File: src/rtl/fetch_pkg.sv
// Shared types and defaults for the instruction fetch stage.
package fetch_pkg;

  localparam int ADDR_W_DEF = 32;
  localparam int DATA_W_DEF = 32;

  // One outstanding fetch at most; DRAIN swallows the response of a
  // request that a flush has killed after it was granted.
  typedef enum logic [1:0] {
    IDLE  = 2'd0,
    REQ   = 2'd1,
    WAIT  = 2'd2,
    DRAIN = 2'd3
  } fetch_state_e;

  // Queue entry for the default address/data widths.
  typedef struct packed {
    logic [ADDR_W_DEF-1:0] pc;
    logic [DATA_W_DEF-1:0] instr;
  } fetch_entry_t;

endpackage

File: src/rtl/fetch_fifo.sv
// Small synchronous FIFO holding {pc, instr} pairs between fetch and decode.
// The head is read straight from storage registers, so the outputs never
// depend combinationally on the write data.
module fetch_fifo
  import fetch_pkg::*;
#(
  parameter int WIDTH = ADDR_W_DEF + DATA_W_DEF,
  parameter int DEPTH = 2
) (
  input  logic                   clk,
  input  logic                   rst,
  input  logic                   push_i,
  input  logic [WIDTH-1:0]       push_data_i,
  input  logic                   pop_i,
  input  logic                   clear_i,
  output logic                   head_valid_o,
  output logic [WIDTH-1:0]       head_data_o,
  output logic [$clog2(DEPTH):0] count_o
);

  localparam int AW = $clog2(DEPTH);

  logic [WIDTH-1:0] mem_q [DEPTH];
  logic [AW-1:0]    wr_ptr_q;
  logic [AW-1:0]    rd_ptr_q;
  logic [AW:0]      count_q;

  // Storage: cleared on reset so the head reads zero before the first push.
  always_ff @(posedge clk or posedge rst) begin
    if (rst) begin
      for (int i = 0; i < DEPTH; i++) begin
        mem_q[i] <= '0;
      end
    end else if (push_i && !clear_i) begin
      mem_q[wr_ptr_q] <= push_data_i;
    end
  end

  // Pointers and occupancy; clear wins over a coincident push or pop.
  always_ff @(posedge clk or posedge rst) begin
    if (rst) begin
      wr_ptr_q <= '0;
      rd_ptr_q <= '0;
      count_q  <= '0;
    end else if (clear_i) begin
      wr_ptr_q <= '0;
      rd_ptr_q <= '0;
      count_q  <= '0;
    end else begin
      if (push_i) wr_ptr_q <= wr_ptr_q + 1'b1;
      if (pop_i)  rd_ptr_q <= rd_ptr_q + 1'b1;
      case ({push_i, pop_i})
        2'b10:   count_q <= count_q + 1'b1;
        2'b01:   count_q <= count_q - 1'b1;
        default: count_q <= count_q;
      endcase
    end
  end

  assign head_valid_o = (count_q != '0);
  assign head_data_o  = mem_q[rd_ptr_q];
  assign count_o      = count_q;

endmodule

File: src/rtl/instruction_fetch.sv
// Instruction fetch: accepts a PC, fetches the word over req/gnt/rvalid and
// queues {pc, instr} for decode. A flush empties the queue and kills any
// fetch still in flight.
module instruction_fetch
  import fetch_pkg::*;
#(
  parameter int ADDR_W = ADDR_W_DEF,
  parameter int DATA_W = DATA_W_DEF,
  parameter int DEPTH  = 2
) (
  input  logic              clk,
  input  logic              rst,
  input  logic [ADDR_W-1:0] pc_addr,
  input  logic              pc_valid,
  output logic              pc_ready,
  output logic              imem_req,
  output logic [ADDR_W-1:0] imem_addr,
  input  logic              imem_gnt,
  input  logic              imem_rvalid,
  input  logic [DATA_W-1:0] imem_rdata,
  input  logic              flush,
  output logic              id_valid,
  output logic [DATA_W-1:0] id_instr,
  output logic [ADDR_W-1:0] id_pc,
  input  logic              id_ready
);

  localparam int CW = $clog2(DEPTH);
  localparam int EW = ADDR_W + DATA_W;

  fetch_state_e      state_q, state_d;
  logic              imem_req_q, imem_req_d;
  logic [ADDR_W-1:0] imem_addr_q, imem_addr_d;
  logic [ADDR_W-1:0] req_pc_q, req_pc_d;

  logic              accept;
  logic              push;
  logic              pop;
  logic [CW:0]       count;
  logic              head_valid;
  logic [EW-1:0]     head_data;

  // DEPTH is a power of two, so the queue is full exactly when the count MSB is set.
  assign pc_ready = (state_q == IDLE) && !count[CW] && !flush;
  assign accept   = pc_valid && pc_ready;
  assign pop      = head_valid && id_ready && !flush;

  // Next-state logic; flush takes priority over every normal transition.
  always_comb begin
    state_d     = state_q;
    imem_addr_d = imem_addr_q;
    req_pc_d    = req_pc_q;
    push        = 1'b0;
    case (state_q)
      IDLE: begin
        if (accept) begin
          state_d     = REQ;
          imem_addr_d = {pc_addr[ADDR_W-1:2], 2'b00};
          req_pc_d    = pc_addr;
        end
      end
      REQ: begin
        if (flush) begin
          state_d = imem_gnt ? DRAIN : IDLE;
        end else if (imem_gnt) begin
          state_d = WAIT;
        end
      end
      WAIT: begin
        if (imem_rvalid) begin
          state_d = IDLE;
          push    = !flush;
        end else if (flush) begin
          state_d = DRAIN;
        end
      end
      DRAIN: begin
        if (imem_rvalid) begin
          state_d = IDLE;
        end
      end
      default: state_d = IDLE;
    endcase
    imem_req_d = (state_d == REQ);
  end

  // FSM state and registered memory request outputs.
  always_ff @(posedge clk or posedge rst) begin
    if (rst) begin
      state_q     <= IDLE;
      imem_req_q  <= 1'b0;
      imem_addr_q <= '0;
      req_pc_q    <= '0;
    end else begin
      state_q     <= state_d;
      imem_req_q  <= imem_req_d;
      imem_addr_q <= imem_addr_d;
      req_pc_q    <= req_pc_d;
    end
  end

  assign imem_req  = imem_req_q;
  assign imem_addr = imem_addr_q;

  fetch_fifo #(
    .WIDTH (EW),
    .DEPTH (DEPTH)
  ) u_fifo (
    .clk          (clk),
    .rst          (rst),
    .push_i       (push),
    .push_data_i  ({req_pc_q, imem_rdata}),
    .pop_i        (pop),
    .clear_i      (flush),
    .head_valid_o (head_valid),
    .head_data_o  (head_data),
    .count_o      (count)
  );

  assign id_valid = head_valid;
  assign id_pc    = head_data[EW-1:DATA_W];
  assign id_instr = head_data[DATA_W-1:0];

endmodule

File: config.mk
export PLATFORM = sky130hd
export DESIGN_NAME = instruction_fetch
export DESIGN_NICKNAME = d
export VERILOG_FILES = /design/src/rtl/fetch_pkg.sv /design/src/rtl/fetch_fifo.sv /design/src/rtl/instruction_fetch.sv
export SDC_FILE = /design/constraint.sdc
export NUM_CORES = 1
export LEC_CHECK = 0
export CAP_MARGIN = 5
export CORE_UTILIZATION = 55
export DETAILED_ROUTE_END_ITERATION = 7
export GPL_TIMING_DRIVEN = 1
export PLACE_DENSITY = 0.88
export SYNTH_ARGS = -nofsm -noshare
export SYNTH_HDL_FRONTEND = slang
export SYNTH_SLANG_ARGS = --single-unit
export TNS_END_PERCENT = 30
File: constraint.sdc
create_clock -name clk -period 13.3 [get_ports clk]
set_input_delay 2.66 -clock clk [delete_from_list [all_inputs] [get_ports clk]]
set_output_delay 2.66 -clock clk [all_outputs]
set_load 0.1 [all_outputs]
==> results.cfg <==
[clock_network]
cts_tree = done
cts.clk_slew.worst_paths_ps = 60
postCtsSetupBuffers = 0
htreeDepth = 4
cts_buffers = 17
clockBufferDepth = 2
cts_sinks = 167
clockRootBuffer = clkbuf_16
cts.repair.resized = 0
clock_latency_ps = 410
holdBufCountCts = 0

[sta]
rsz0062_at_grt = no
max-slew-margin-rel = 0.304
drv_slew = 0
fmax_mhz = 133
setup_viol = 0
fin_tns_setup_ps = 0
tightest_slew_ps = 1040
min_period_ps = 7490
skew_ps = 8.80
fin_crit_sh = 0.563
finalHoldViolCount = 0

[worst_hold_path]
hold_path_end = u_fifo.mem_q[86]$_DFFE_PP0P_
hp-start = u_fifo.mem_q[86]$_DFFE_PP0P_
hold_path_class = reg2reg
hold-path-cell-count = 1

[synth]
synthCells = 479
ys_seq_area_frac = 0.551
synth-seq-cells = 167
yosys_warnings = 0
synth_cell_types = 29
synth_top_cell_by_area = dfrtp_1
netlist_top_cells_area = dfrtp_1 55%, mux2_2 20%, mux2_4 12%, mux2_1 4.2%, buf_4 3.9%
synth_top_area_frac = 0.551
synth_area_per_cell_sq_um = 15.8
netlist_area_sq_um = 7590

[critical_path]
worstPathMaxFanout = 10
rrSetupSlack_ps = 10610
path_class = in2out
worstPathArrival_ps = 4830
end_kind = primary output
reg2reg_to = u_fifo.mem_q[81]$_DFFE_PP0P_
required_ps = 10640
critPathLaunch = flush
reg2reg_from = state_q[0]$_DFF_PP0_
reg2reg_depth = 4
cp-start-kind = input port

[routing]
wl_per_cell_um = 19.2
drc = 0
vias = 4295
avgViaCountPerCell = 5.38
drtPass1Iterations = 4
wirelength_um = 15300
drt-initial-drc-count = 163
ant_nets = 0

[floorplanning]
rows = 42
fp.dieH_um = 119
die_w_um = 119
core_area_sq_um = 13300
initial_utilization = 0.569
io_pins = 170
dieArea_sq_um = 14300

[global_route]
grt_pass1_vias = 4757
grt_pass1_wl_um = 25100
grt_usage = 0.230
overflow = 0
grt_max_degree = 87
antenna_found_initial = 0

[run_status]
status = complete, no violations

[cells_and_area]
final_cell_mix = 167 x clkdlybuf4s50_1, 166 x dfrtp_1, 137 x mux2_2, 60 x mux2_4, 28 x mux2_1
antennaDiodeCount = 0
final_common_cell = clkdlybuf4s50_1
final_nets = 685
drive_above_1_share = 0.377
syn2layout_area_growth_pct = 26.9
fillers = 861
fin_util = 0.721

[placement]
port_buffers = 167
place_hpwl_um = 9790
gp_congestion = 0.733

[run]
cap_viol_max_count = 0
## state kept, by name (all words and copies together) (netlist names)
register and cells:
imem_req 1, u_fifo.mem_q 128, u_fifo.wr_ptr_q 1, state_q 2, req_pc_q 32, u_fifo.rd_ptr_q 1
u_fifo.count_o 2
## area by class of cell
type	instances	area, sq um	area share
Multi-Input combinational cell	254	2970	0.308
Timing Repair Buffer	171	1700	0.177
Tap cell	176	220	0.0229
Clock inverter	5	75.1	0.00780
Sequential cell	167	4180	0.434
Inverter	3	16.3	0.00169
Clock buffer	23	468	0.0486
## worst max-delay path, cell delays in order
cell	delay (ps)
clkdlybuf4s50_1	610
nor4_2	380
clkdlybuf4s50_1	1180
## through the flow
step	instance area (sq um)	worst slack, ps	cells	hold WS (ps)
after floorplan	7590	6090	480	474
after global placement	9080	5890	771	482
after detailed placement	9080	5830	771	489
after CTS	9630	5820	799	505
after global routing	9630	5730	799	515
final	9630	5810	799	503
## cell usage after synthesis
| library cell | n |
|---|---|
| conb_1 | 1 |
| mux2_1 | 28 |
| and2_1 | 1 |
| nand4bb_2 | 1 |
| nor3_1 | 1 |
| a2111oi_0 | 1 |
| nand2b_1 | 1 |
| buf_6 | 10 |
| nor2_4 | 1 |
| o31ai_1 | 1 |
| a21oi_1 | 1 |
| nand2_1 | 2 |
| o21ai_0 | 5 |
| buf_2 | 5 |
| buf_4 | 39 |
| nor4b_1 | 1 |
| mux2_2 | 137 |
| mux2_4 | 60 |
| nor2_1 | 2 |
| inv_1 | 3 |
| nor4_2 | 1 |
| a221o_1 | 1 |
| dfrtp_1 | 167 |
| clkbuf_1 | 2 |
| nand2_4 | 1 |
| nand3b_1 | 2 |
| and4bb_2 | 1 |
| xor2_1 | 1 |
| or2_2 | 2 |
## cell families (layout without fill, tap and decap cells)
group                  after synthesis  in the layout  synth area share
multiplexers                       225            225             0.364
flip-flops                         167            167             0.551
buffers and inverters               59            202            0.0592
AND/OR/NAND/NOR                     17             17            0.0175
AO/OA/AOI/OAI                        9              9           0.00742
other                                1              2          0.000494
XOR/XNOR                             1              1           0.00115
## how the worst max path moves through the flow
stage,slack [ps],endpoint,depth (start not counted)
finish,5810,pc_ready,3
global route,5730,pc_ready,3
CTS,5820,pc_ready,3
detailed placement,5830,pc_ready,3
global placement,5890,pc_ready,3
floorplan,6090,pc_ready,2
## per-layer routing
layer,vias to the layer above,share of wire,GRT usage
met4,0,0.012,0.0813
met5,-,0,0
li1,1941,-,-
met1,2222,0.43,0.287
met2,117,0.51,0.382
met3,15,0.052,0.0642
Power is not shown: default switching activity piles up to over one toggle a cycle in this logic, so the estimate is an artifact.
